<file path="src/rtl/apb_pad_array.sv">
// APB3 slave polling up to four NES-style serial gamepads over a shared
// latch/clock pair. Provides latest button data, sticky press edges,
// a frame counter and a new-data flag.
module apb_pad_array #(
  parameter int unsigned NUM_PADS = 2,
  parameter int unsigned NUM_BITS = 8,
  parameter int unsigned CLK_DIV  = 150
) (
  input  logic                PCLK,
  input  logic                PRESERN,
  input  logic                PSEL,
  input  logic                PENABLE,
  input  logic                PWRITE,
  input  logic [31:0]         PADDR,
  input  logic [31:0]         PWDATA,
  output logic [31:0]         PRDATA,
  output logic                PREADY,
  output logic                PSLVERR,
  output logic                pad_latch,
  output logic                pad_clock,
  input  logic [NUM_PADS-1:0] pad_data
);

  localparam int unsigned DW = (CLK_DIV > 2) ? $clog2(CLK_DIV) : 1;
  localparam int unsigned KW = $clog2(NUM_BITS + 1);

  localparam logic [2:0] S_IDLE   = 3'd0;
  localparam logic [2:0] S_LATCH  = 3'd1;
  localparam logic [2:0] S_SAMPLE = 3'd2;
  localparam logic [2:0] S_CLKHI  = 3'd3;
  localparam logic [2:0] S_CLKLO  = 3'd4;
  localparam logic [2:0] S_COMMIT = 3'd5;

  logic                en;
  logic                cont;
  logic                start_pend;
  logic [2:0]          state;
  logic [DW-1:0]       div;
  logic                tick;
  logic [KW-1:0]       k;
  logic [NUM_BITS-1:0] sh      [NUM_PADS];
  logic [NUM_BITS-1:0] data_r  [NUM_PADS];
  logic [NUM_BITS-1:0] pressed [NUM_PADS];
  logic [7:0]          frame;
  logic                new_flag;

  logic [11:0]         off;
  logic                sel_ctrl;
  logic                sel_stat;
  logic [NUM_PADS-1:0] hit_data;
  logic [NUM_PADS-1:0] hit_pr;
  logic                mapped;
  logic [31:0]         rdata;
  logic                setup_rd;
  logic                wr_acc;
  logic                busy;
  logic                commit_now;

  // Bits outside the decoded window are intentionally ignored.
  logic unused_bits;
  assign unused_bits = ^{PADDR[31:12], PWDATA};

  assign PREADY     = 1'b1;
  assign PSLVERR    = PSEL & PENABLE & ~mapped;
  assign setup_rd   = PSEL & ~PENABLE & ~PWRITE;
  assign wr_acc     = PSEL & PENABLE & PWRITE & mapped;
  assign busy       = (state != S_IDLE);
  assign tick       = en && (div == DW'(CLK_DIV - 1));
  assign commit_now = en && (state == S_COMMIT);

  // Address decode of the 12-bit register window.
  always_comb begin
    off      = PADDR[11:0];
    sel_ctrl = (off == 12'h000);
    sel_stat = (off == 12'h004);
    hit_data = '0;
    hit_pr   = '0;
    for (int unsigned i = 0; i < NUM_PADS; i++) begin
      hit_data[i] = (off == 12'(32'h10 + 4 * i));
      hit_pr[i]   = (off == 12'(32'h30 + 4 * i));
    end
    mapped = sel_ctrl | sel_stat | (|hit_data) | (|hit_pr);
  end

  // Read data mux; unmapped offsets and unused bits read as zero.
  always_comb begin
    rdata = '0;
    if (sel_ctrl) begin
      rdata[1:0] = {cont, en};
    end
    if (sel_stat) begin
      rdata[0]    = busy;
      rdata[1]    = new_flag;
      rdata[15:8] = frame;
    end
    for (int unsigned i = 0; i < NUM_PADS; i++) begin
      if (hit_data[i]) rdata[NUM_BITS-1:0] = data_r[i];
      if (hit_pr[i])   rdata[NUM_BITS-1:0] = pressed[i];
    end
  end

  // PRDATA is captured in the setup phase and held through the access phase.
  always_ff @(posedge PCLK) begin
    if (!PRESERN) begin
      PRDATA <= '0;
    end else if (setup_rd) begin
      PRDATA <= rdata;
    end
  end

  // Control register and pending single-shot request.
  always_ff @(posedge PCLK) begin
    if (!PRESERN) begin
      en         <= 1'b0;
      cont       <= 1'b0;
      start_pend <= 1'b0;
    end else begin
      if (wr_acc && sel_ctrl) begin
        en   <= PWDATA[0];
        cont <= PWDATA[1];
      end
      if (wr_acc && sel_ctrl && PWDATA[0] && PWDATA[2] && !busy) begin
        start_pend <= 1'b1;
      end else if (!en) begin
        start_pend <= 1'b0;
      end else if (tick && !busy && (cont || start_pend)) begin
        start_pend <= 1'b0;
      end
    end
  end

  // Pad tick divider, parked at zero while disabled.
  always_ff @(posedge PCLK) begin
    if (!PRESERN || !en || tick) begin
      div <= '0;
    end else begin
      div <= div + DW'(1);
    end
  end

  // Pad sequencer: latch pulse, then alternating clock phases with sampling.
  always_ff @(posedge PCLK) begin
    if (!PRESERN) begin
      state     <= S_IDLE;
      pad_latch <= 1'b0;
      pad_clock <= 1'b0;
      k         <= '0;
      frame     <= '0;
      for (int unsigned i = 0; i < NUM_PADS; i++) begin
        sh[i]     <= '0;
        data_r[i] <= '0;
      end
    end else if (!en) begin
      state     <= S_IDLE;
      pad_latch <= 1'b0;
      pad_clock <= 1'b0;
      k         <= '0;
    end else begin
      case (state)
        S_IDLE: begin
          if (tick && (cont || start_pend)) begin
            state     <= S_LATCH;
            pad_latch <= 1'b1;
          end
        end
        S_LATCH: begin
          if (tick) begin
            state     <= S_SAMPLE;
            pad_latch <= 1'b0;
            k         <= KW'(1);
            // Fresh frame: any bits left from an aborted frame are dropped.
            for (int unsigned i = 0; i < NUM_PADS; i++) begin
              sh[i] <= {{(NUM_BITS-1){1'b0}}, ~pad_data[i]};
            end
          end
        end
        S_SAMPLE, S_CLKLO: begin
          if (tick) begin
            state     <= S_CLKHI;
            pad_clock <= 1'b1;
          end
        end
        S_CLKHI: begin
          if (tick) begin
            pad_clock <= 1'b0;
            k         <= k + KW'(1);
            for (int unsigned i = 0; i < NUM_PADS; i++) begin
              sh[i] <= {sh[i][NUM_BITS-2:0], ~pad_data[i]};
            end
            state <= (k == KW'(NUM_BITS - 1)) ? S_COMMIT : S_CLKLO;
          end
        end
        S_COMMIT: begin
          for (int unsigned i = 0; i < NUM_PADS; i++) begin
            data_r[i] <= sh[i];
          end
          frame <= frame + 8'd1;
          state <= S_IDLE;
        end
        default: state <= S_IDLE;
      endcase
    end
  end

  // Sticky press edges (set beats clear) and the new-data flag.
  always_ff @(posedge PCLK) begin
    if (!PRESERN) begin
      new_flag <= 1'b0;
      for (int unsigned i = 0; i < NUM_PADS; i++) begin
        pressed[i] <= '0;
      end
    end else begin
      for (int unsigned i = 0; i < NUM_PADS; i++) begin
        pressed[i] <= (pressed[i] & ~((wr_acc && hit_pr[i]) ? PWDATA[NUM_BITS-1:0] : '0))
                    | (commit_now ? (sh[i] & ~data_r[i]) : '0);
      end
      if (commit_now) begin
        new_flag <= 1'b1;
      end else if (setup_rd && sel_stat) begin
        new_flag <= 1'b0;
      end
    end
  end

endmodule
</file>
<file path="config.mk">
export PLATFORM = sky130hd
export DESIGN_NAME = apb_pad_array
export DESIGN_NICKNAME = d
export VERILOG_FILES = /design/src/rtl/apb_pad_array.sv
export SDC_FILE = /design/constraint.sdc
export NUM_CORES = 1
export LEC_CHECK = 0
export BUFFER_PORTS_ARGS = -buffer_cell sky130_fd_sc_hd__clkbuf_2
export CAP_MARGIN = 20
export CORE_UTILIZATION = 35
export DETAILED_ROUTE_END_ITERATION = 16
export PLACE_DENSITY = 0.6
export SLEW_MARGIN = 20
export SYNTH_ARGS = -nofsm -noshare
export SYNTH_HDL_FRONTEND = slang
export SYNTH_SLANG_ARGS = --single-unit
</file>
<file path="constraint.sdc">
create_clock -name PCLK -period 2.3 [get_ports PCLK]
set_input_delay 0.345 -clock PCLK [delete_from_list [all_inputs] [get_ports PCLK]]
set_output_delay 0.345 -clock PCLK [all_outputs]
set_load 0.01 [all_outputs]
</file>
==> results of run 1 <==
power by group through the flow:
stage               Clock (mW)  Sequential (mW)  Combinational (mW)
CTS                       1.45             1.74               0.156
finish                    1.41             1.74               0.154
global route              1.50             1.75               0.173
floorplan                    0             1.77               0.115
detailed placement           0             1.78               0.155
global placement             0             1.78               0.153
area by class of cell:
cell class,count,area [sq um],area share (%)
clock buffers,15,278,5.41
multi-input cells,328,2050,40.0
well taps,172,215,4.19
inverters,20,75.1,1.46
clock inverters,1,5.00,0.0975
repair buffers,58,323,6.29
flip-flops and latches,93,2180,42.5
layer usage:
metal | vias to the layer above | GRT usage, % | share of wire, %
met2 | 68 | 24.8 | 45
met1 | 1625 | 21.0 | 50
li1 | 1747 | - | -
met5 | - | 0 | 0
met3 | 5 | 3.09 | 4.0
met4 | 0 | 5.71 | 0.90
flip-flops by register name, indices dropped and copies added (netlist names), 3 cells and up:
signal   count
frame        8
data_r      16
k            4
state        3
PRDATA      16
div          8
pressed     16
sh          16
worst max path at each step:
stage / from / end / slack [ns] / cells past startpoint
5_1_grt: PADDR[9] / PSLVERR / 0.006 / 6
3_3_place_gp: PADDR[9] / PSLVERR / 0.09 / 6
2_1_floorplan: PADDR[9] / PSLVERR / 0.35 / 4
4_1_cts: PADDR[9] / PSLVERR / 0.09 / 6
6_report: PADDR[9] / PSLVERR / 0.09 / 6
3_5_place_dp: PADDR[9] / PSLVERR / 0.11 / 6
Yosys cell counts (17+ instances only):
cell / count
a21oi_1: 24
dfxtp_1: 61
a31oi_1: 20
nand2_1: 30
and3_1: 21
buf_4: 17
nand3_1: 18
nor2_1: 28
clkbuf_1: 22
edfxtp_1: 32
and2_1: 17
inv_1: 20
worst register-to-register path: stages, from the launching register on:
cell and delay [ns]:
dfxtp_1 0.42, ha_1 0.18, and4bb_2 0.31, and2_1 0.33, and4_1 0.48, and2_1 0.20
logic make-up after synthesis:
group,synth area share (%)
xor+xnor,2.53
fa+ha+maj,1.11
flops,48.4
compound gates,15.6
mux,0.889
buf+inv,7.19
other cells,0.167
simple gates,24.1
==> impl_metrics.csv, run 1 <==
group,metric,value,unit
run_status,status,"finished clean",
worst_setup_path,cp_top_family,"simple AND/OR/NAND/NOR gates",
clocking,cts_root_buf,"clkbuf_16",
clocking,clk_latency,0.34,ns
worst_setup_path,path_common_cell,"clkbuf_2",
layout,most-common-layout-cells,"dfxtp_1, clkbuf_2, edfxtp_1",
timing,setup_viol,0,
yosys,synthArstFlopShare,0,%
pwr,clkPwrFrac,42.7,%
place,gp_routability_congestion,0.833,
timing,hold_violations,0,
clocking,clk_pin_slew,0.06,ns
worst_setup_path,critical_path_arrival,1.86,ns
layout,fin_util,40.8,%
route,num_vias,3445,
min_path,hold_start,"PWDATA[7]",
global_route,antenna_found_initial,0,
pwr,p_int,2.60,mW
timing,rsz0062_at_grt,"no",
clocking,postCtsHoldBufs,0,
worst_setup_path,cp-start-kind,"primary input",
floorplanning,row_count,41,
timing,tightest_slew,0.762,ns
clocking,clock-sinks,93,
pwr,finalPower,3.31,mW
yosys,synth_area_leaders,"dfxtp_1, edfxtp_1, and3_1, buf_4, a31oi_1",
worst_setup_path,path_class,"in2out",
timing,period_minus_slack,2.21,ns
timing,skew,0.00750,ns
route,finalWirelength,9870,microns
yosys,post-synth-top-area-cell,"dfxtp_1",
clocking,cts_resized,0,
layout,layout.cells.most_common,"dfxtp_1",
yosys,netlist.area_leader.share,27.1,%
min_path,min_to,"pressed[0][15]$_SDFF_PN0_",
clocking,postCtsSetupBuffers,0,
pwr,peakVddDrop,0.332,mV
pwr,pwr-share-seq,52.7,%
global_route,grt_pass1_wl,16200,microns
floorplanning,ios,107,
yosys,synth.distinct_cells,59,
yosys,yosysSeqAreaShare,48.4,%
worst_setup_path,critPathCaptureType,"output port",
worst_setup_path,cp_cell_sequence,"clkbuf_2 > or4_4 > or2_1 > a2111oi_0 > nor2_1 > clkbuf_2",
worst_setup_path,rrSetupSlack,0.25,ns
yosys,ys.warnings.count,0,
floorplanning,die_x,115,microns
timing,worst_slack,0.0945,ns
global_route,grt_overflow,0,
flow_run,maxCapViolCount,0,
worst_setup_path,r2r_cells,5,
floorplanning,core_area,0.0126,sq mm
yosys,ys.flop_type,"dfxtp_1",
global_route,grt_pass1_vias,3236,
pwr,combPwrFrac,4.7,%
clocking,cts_tree,"done",
worst_setup_path,max_stage_delay,0.53,ns
pwr,power.density,645,mW/mm^2
route,drtPass1Iterations,4,
route,first_iter_violations,262,
pwr,swShare,21.5,%
route,antenna_left,0,
floorplanning,die_y,115,microns
layout,nNetsFinal,585,
place,place_inst,671,
yosys,synth_edf_count,32,
worst_setup_path,r2r-end,"sh[0][15]$_SDFFCE_PN0P_",
yosys,netlist_instances,472,
min_path,hold_path_depth,2,
timing,timing.fmax,453,MHz
layout,drive_gt1_share,15.7,%
timing,drv_slew,0,
global_route,grt_max_degree,37,
route,drc_errors,0,
clocking,numCtsBuffers,9,
global_route,grtUsageTotal,15.6,%
yosys,syn_area,0.00450,sq mm
floorplanning,dieArea,0.0133,sq mm
timing,worst_hold_slack,0.210,ns
clocking,cts_htree_levels,3,
min_path,hold_class,"in2reg",
yosys,synth.avg_cell_area,9.54,sq um
worst_setup_path,slowest_stage,"or4_4",
worst_setup_path,crit_buf_inv,2,
place,dp_hpwl,6920,microns
timing,worst_slew_margin_rel,48.8,%
worst_setup_path,required,1.96,ns
timing,tns,0,ns
clocking,clk_path_buf_depth,2,
place,dpl-instance-area,0.00485,sq mm
layout,instances_no_fill,687,
timing,period_share,95.9,%
pwr,p_leak,1.95,nW
route,wire_per_inst,14.4,microns
pwr,p_switching,712,uW
yosys,synth-seq-cells,93,
layout,fillers,1256,
layout,area_growth,13.9,%
place,io_buffers,45,
place,dp_slack,0.110,ns
worst_setup_path,crit-reg2reg-launch,"div[0]$_SDFF_PP0_",
floorplanning,initial_utilization,35.8,%
layout,design_area,0.00513,sq mm
layout,n_antenna_cell,0,
route,viasPerCell,5.01,
worst_setup_path,crit_fanout,5,
Power figures use the tool's default switching activity.
==> inputs of run 2 (changes only) <==
CORE_ASPECT_RATIO = 0.8   (was not set)
==> run 2 against run 1 <==
Effect of this change:
- setup slack better by 0.13 ns
- power down 1.6%
- wire length up 2.4%
- register-to-register slack better by 0.16 ns
- clock skew up 0.00063 ns
- clock power down 4%
- worst hold slack worse by 0.0059 ns
- combinational power about the same
- global-route usage up 0.59 points
==> impl_metrics.csv, run 2 (synthesis results as in run 1) <==
group,metric,value,unit
run_status,status,"finished clean",
layout,fillers,1192,
worst_setup_path,cp-start-kind,"primary input",
route,drc_errors,0,
min_path,hold_class,"in2reg",
floorplanning,dieArea,0.0133,sq mm
pwr,peakVddDrop,0.302,mV
place,dpl-instance-area,0.00491,sq mm
place,io_buffers,45,
floorplanning,core_area,0.0123,sq mm
worst_setup_path,crit_buf_inv,2,
global_route,grtUsageTotal,16.2,%
worst_setup_path,path_class,"in2out",
route,viasPerCell,5.05,
route,num_vias,3492,
layout,most-common-layout-cells,"dfxtp_1, clkbuf_2, edfxtp_1",
timing,tightest_slew,0.872,ns
clocking,cts_htree_levels,3,
pwr,clkPwrFrac,41.7,%
clocking,clk_latency,0.34,ns
pwr,pwr-share-seq,53.6,%
place,place_inst,676,
min_path,min_to,"pressed[0][5]$_SDFF_PN0_",
route,wire_per_inst,14.6,microns
layout,area_growth,14.8,%
clocking,clk_path_buf_depth,2,
min_path,hold_start,"PWDATA[5]",
worst_setup_path,critPathCaptureType,"output port",
global_route,grt_overflow,0,
layout,n_antenna_cell,0,
worst_setup_path,crit-reg2reg-launch,"div[0]$_SDFF_PP0_",
clocking,cts_root_buf,"clkbuf_16",
pwr,p_leak,1.97,nW
flow_run,maxCapViolCount,0,
layout,drive_gt1_share,16.5,%
clocking,postCtsHoldBufs,0,
timing,tns,0,ns
clocking,cts_tree,"done",
pwr,p_int,2.54,mW
worst_setup_path,crit_fanout,3,
layout,multi_input_comb_area,0.00205,sq mm
place,gp_routability_congestion,0.753,
pwr,combPwrFrac,4.7,%
timing,timing.fmax,481,MHz
global_route,grt_pass1_wl,16300,microns
layout,nNetsFinal,591,
clocking,numCtsBuffers,9,
worst_setup_path,r2r_cells,5,
worst_setup_path,critical_path_arrival,1.73,ns
layout,instances_no_fill,692,
route,antenna_left,0,
layout,regArea,0.00218,sq mm
worst_setup_path,max_stage_delay,0.53,ns
route,drtPass1Iterations,4,
worst_setup_path,cp_cell_sequence,"clkbuf_2 > or4_4 > or2_1 > a2111oi_0 > nor2_1 > clkbuf_2",
route,first_iter_violations,341,
timing,period_share,90.3,%
clocking,clk_pin_slew,0.06,ns
timing,hold_violations,0,
floorplanning,die_y,103,microns
clocking,postCtsSetupBuffers,0,
pwr,swShare,22.1,%
layout,design_area,0.00517,sq mm
worst_setup_path,required,1.96,ns
global_route,grt_pass1_vias,3208,
clocking,cts_resized,0,
timing,worst_slew_margin_rel,41.4,%
timing,rsz0062_at_grt,"no",
timing,period_minus_slack,2.08,ns
place,dp_hpwl,7210,microns
timing,setup_viol,0,
min_path,hold_path_depth,2,
pwr,p_switching,721,uW
floorplanning,die_x,129,microns
layout,layout.cells.most_common,"dfxtp_1",
worst_setup_path,r2r-end,"state[1]$_SDFFE_PN0P_",
worst_setup_path,rrSetupSlack,0.41,ns
worst_setup_path,slowest_stage,"or4_4",
clocking,clock-sinks,93,
timing,drv_slew,0,
global_route,grt_max_degree,25,
worst_setup_path,cp_top_family,"simple AND/OR/NAND/NOR gates",
floorplanning,initial_utilization,36.5,%
route,finalWirelength,10100,microns
floorplanning,row_count,36,
global_route,antenna_found_initial,0,
timing,skew,0.00813,ns
worst_setup_path,path_common_cell,"clkbuf_2",
floorplanning,ios,107,
pwr,power.density,630,mW/mm^2
## run 2: layout make-up
| class | count | area share (%) |
|---|---|---|
| flip-flops and latches | 93 | 42.2 |
| multi-input cells | 328 | 39.7 |
| repair buffers | 64 | 7.36 |
| clock buffers | 14 | 4.91 |
| well taps | 171 | 4.14 |
| inverters | 20 | 1.45 |
| clock inverters | 2 | 0.194 |
## run 2: worst max-delay path by stage
stage / startpoint / slack [ns] / depth (start not counted) / end
after global routing: PADDR[9] / 0.10 / 6 / PSLVERR
after global placement: PADDR[9] / 0.19 / 6 / PSLVERR
after floorplan: PADDR[9] / 0.35 / 4 / PSLVERR
final: PADDR[9] / 0.22 / 6 / PSLVERR
after detailed placement: PADDR[9] / 0.23 / 5 / PRDATA[4]$_SDFFE_PN0P_
after CTS: PADDR[9] / 0.21 / 6 / PSLVERR
## run 2: power by group through the flow
| stage | Combinational (mW) | Sequential (mW) | Clock (mW) |
|---|---|---|---|
| finish | 0.153 | 1.75 | 1.36 |
| global route | 0.170 | 1.75 | 1.46 |
| CTS | 0.153 | 1.75 | 1.38 |
| detailed placement | 0.153 | 1.78 | 0 |
| global placement | 0.151 | 1.78 | 0 |
| floorplan | 0.115 | 1.77 | 0 |
## run 2: worst register-to-register path, stage by stage, from the launching register on
cell	delay [ns]
dfxtp_1	0.41
ha_1	0.18
and4bb_2	0.30
nand2_1	0.15
or4b_2	0.63
a31oi_1	0.14
## run 2: per-stage QoR
step	worst slack [ns]	total power, mW	util [%]	hold slack (ns)
finish	0.223	3.26	41.9	0.204
detailed placement	0.232	1.93	39.8	0.452
CTS	0.214	3.28	41.9	0.195
global placement	0.191	1.93	39.8	0.449
floorplan	0.355	1.89	-	0.443
global route	0.103	3.38	41.9	0.192
## run 2: layer usage
metal,global-route usage [%],up-vias,wire (microns)
met5,0,-,0
met4,6.79,0,154
met3,3.50,10,472
met2,24.7,87,4320
met1,22.3,1630,5160
li1,-,1765,-
==> inputs of run 3 (changes only) <==
BUFFER_PORTS_ARGS = -buffer_cell sky130_fd_sc_hd__buf_2   (was -buffer_cell sky130_fd_sc_hd__clkbuf_2)
TNS_END_PERCENT = 20   (was not set)
clock period = 2.1 ns   (was 2.3 ns; I/O delays follow)
==> run 3 against run 2 <==
Effect of this change:
- register-to-register slack lost 0.23 ns
- utilization grew 0.29 points
- clock power grew 14%
- cell area grew 0.70%
- worst hold slack lost 0.034 ns
- highest routed layer unchanged
==> impl_metrics.csv, run 3 (synthesis results as in run 1) <==
group,metric,value,unit
run_status,status,"finished clean",
worst_setup_path,required,1.78,ns
worst_setup_path,critical_path_arrival,1.67,ns
route,num_vias,3449,
clocking,clk_path_buf_depth,2,
route,drtPass1Iterations,5,
global_route,grtUsageTotal,16.1,%
layout,fin_util,42.2,%
layout,layout.cells.most_common,"dfxtp_1",
timing,rsz0062_at_grt,"no",
timing,period_minus_slack,1.98,ns
min_path,hold_start,"PWDATA[5]",
timing,setup_viol,0,
global_route,antenna_found_initial,0,
floorplanning,dieArea,0.0133,sq mm
floorplanning,ios,107,
floorplanning,core_area,0.0123,sq mm
timing,tns,0,ns
worst_setup_path,rrSetupSlack,0.18,ns
global_route,grt_overflow,0,
clocking,postCtsSetupBuffers,0,
min_path,hold_class,"in2reg",
clocking,clk_pin_slew,0.06,ns
pwr,p_leak,2.01,nW
worst_setup_path,r2r-end,"state[1]$_SDFFE_PN0P_",
worst_setup_path,path_class,"in2out",
place,dp_slack,0.0154,ns
layout,nNetsFinal,592,
worst_setup_path,cp-start-kind,"primary input",
layout,area_growth,15.6,%
place,dp_hpwl,6970,microns
worst_setup_path,crit_fanout,3,
clocking,cts_tree,"done",
route,first_iter_violations,166,
min_path,min_to,"pressed[0][5]$_SDFF_PN0_",
timing,timing.fmax,504,MHz
route,viasPerCell,4.98,
timing,worst_slack,0.117,ns
route,finalWirelength,10100,microns
route,antenna_left,0,
worst_setup_path,critPathCaptureType,"output port",
route,drc_errors,0,
pwr,peakVddDrop,0.388,mV
worst_setup_path,r2r_cells,6,
flow_run,maxCapViolCount,0,
global_route,grt_pass1_vias,3222,
layout,drive_gt1_share,17.6,%
floorplanning,row_count,36,
place,gp_routability_congestion,0.738,
pwr,power.density,698,mW/mm^2
route,wire_per_inst,14.6,microns
timing,period_share,94.4,%
clocking,clk_latency,0.34,ns
timing,hold_violations,0,
clocking,numCtsBuffers,9,
min_path,hold_path_depth,2,
global_route,grt_pass1_wl,16500,microns
clocking,cts_htree_levels,3,
place,io_buffers,45,
layout,n_antenna_cell,0,
floorplanning,die_x,129,microns
clocking,cts_resized,1,
worst_setup_path,crit-reg2reg-launch,"div[1]$_SDFF_PP0_",
floorplanning,initial_utilization,36.5,%
timing,drv_slew,0,
floorplanning,die_y,103,microns
clocking,clock-sinks,93,
timing,skew,0.00695,ns
clocking,cts_root_buf,"clkbuf_16",
global_route,grt_max_degree,37,
clocking,postCtsHoldBufs,0,
layout,most-common-layout-cells,"dfxtp_1, buf_2, edfxtp_1",
==> run 3: cell count changes in the layout (fill, tap and decap cells not counted), moves of 2 or more <==
cell      change
clkbuf_2     -45
buf_2        +45
clkbuf_1      -3
inv_4         +2
==> run 3: stage by stage <==
step                instance area [sq um]  hold slack [ns]  total power [mW]  cells
floorplan                            4560            0.413              2.07    487
global placement                     4910            0.450              2.11    677
detailed placement                   4910            0.461              2.12    677
CTS                                  5200            0.163              3.67    693
global route                         5210            0.159              3.78    693
finish                               5210            0.170              3.63    693
==> run 3: power by group <==
| group | leakage, nW | switching, mW | internal (mW) | total, mW |
|---|---|---|---|---|
| sequential | 0.796 | 0.0214 | 1.89 | 1.91 |
| clock | 0.145 | 0.680 | 0.875 | 1.55 |
| combinational | 1.06 | 0.113 | 0.0538 | 0.167 |
| total | 2.01 | 0.815 | 2.82 | 3.63 |
==> run 3: metal layers <==
metal  global-route usage (%)  share of wire [%]
met1                     22.3                 51
met2                     25.1                 43
met3                     3.76                5.3
met4                     4.34               0.90
met5                        0                  0
==> run 3: worst max-delay path: stages <==
cell and delay, ns:
buf_2 0.10, or4_4 0.53, or2_1 0.27, a2111oi_2 0.22, nor2_1 0.08, buf_2 0.14
==> run 3: how the worst max path moves through the flow <==
| stage | startpoint | endpoint | slack [ns] | cells after the start |
|---|---|---|---|---|
| finish | PADDR[9] | PSLVERR | 0.12 | 6 |
| detailed placement | PADDR[9] | PSLVERR | 0.02 | 6 |
| CTS | PADDR[9] | PSLVERR | 0.04 | 6 |
| global route | PADDR[9] | PSLVERR | 0.03 | 6 |
| floorplan | PADDR[9] | PSLVERR | 0.21 | 4 |
| global placement | PADDR[9] | pressed[0][7]$_SDFF_PN0_ | 0.05 | 7 |
==> run 3: cell type report <==
class                   instances  area, sq um
clock buffers                  11          254
fillers                      1222         7140
inverters                      20         75.1
flip-flops and latches         93         2180
repair buffers                 65          388
multi-input cells             328         2060
well taps                     171          214
clock inverters                 5         31.3
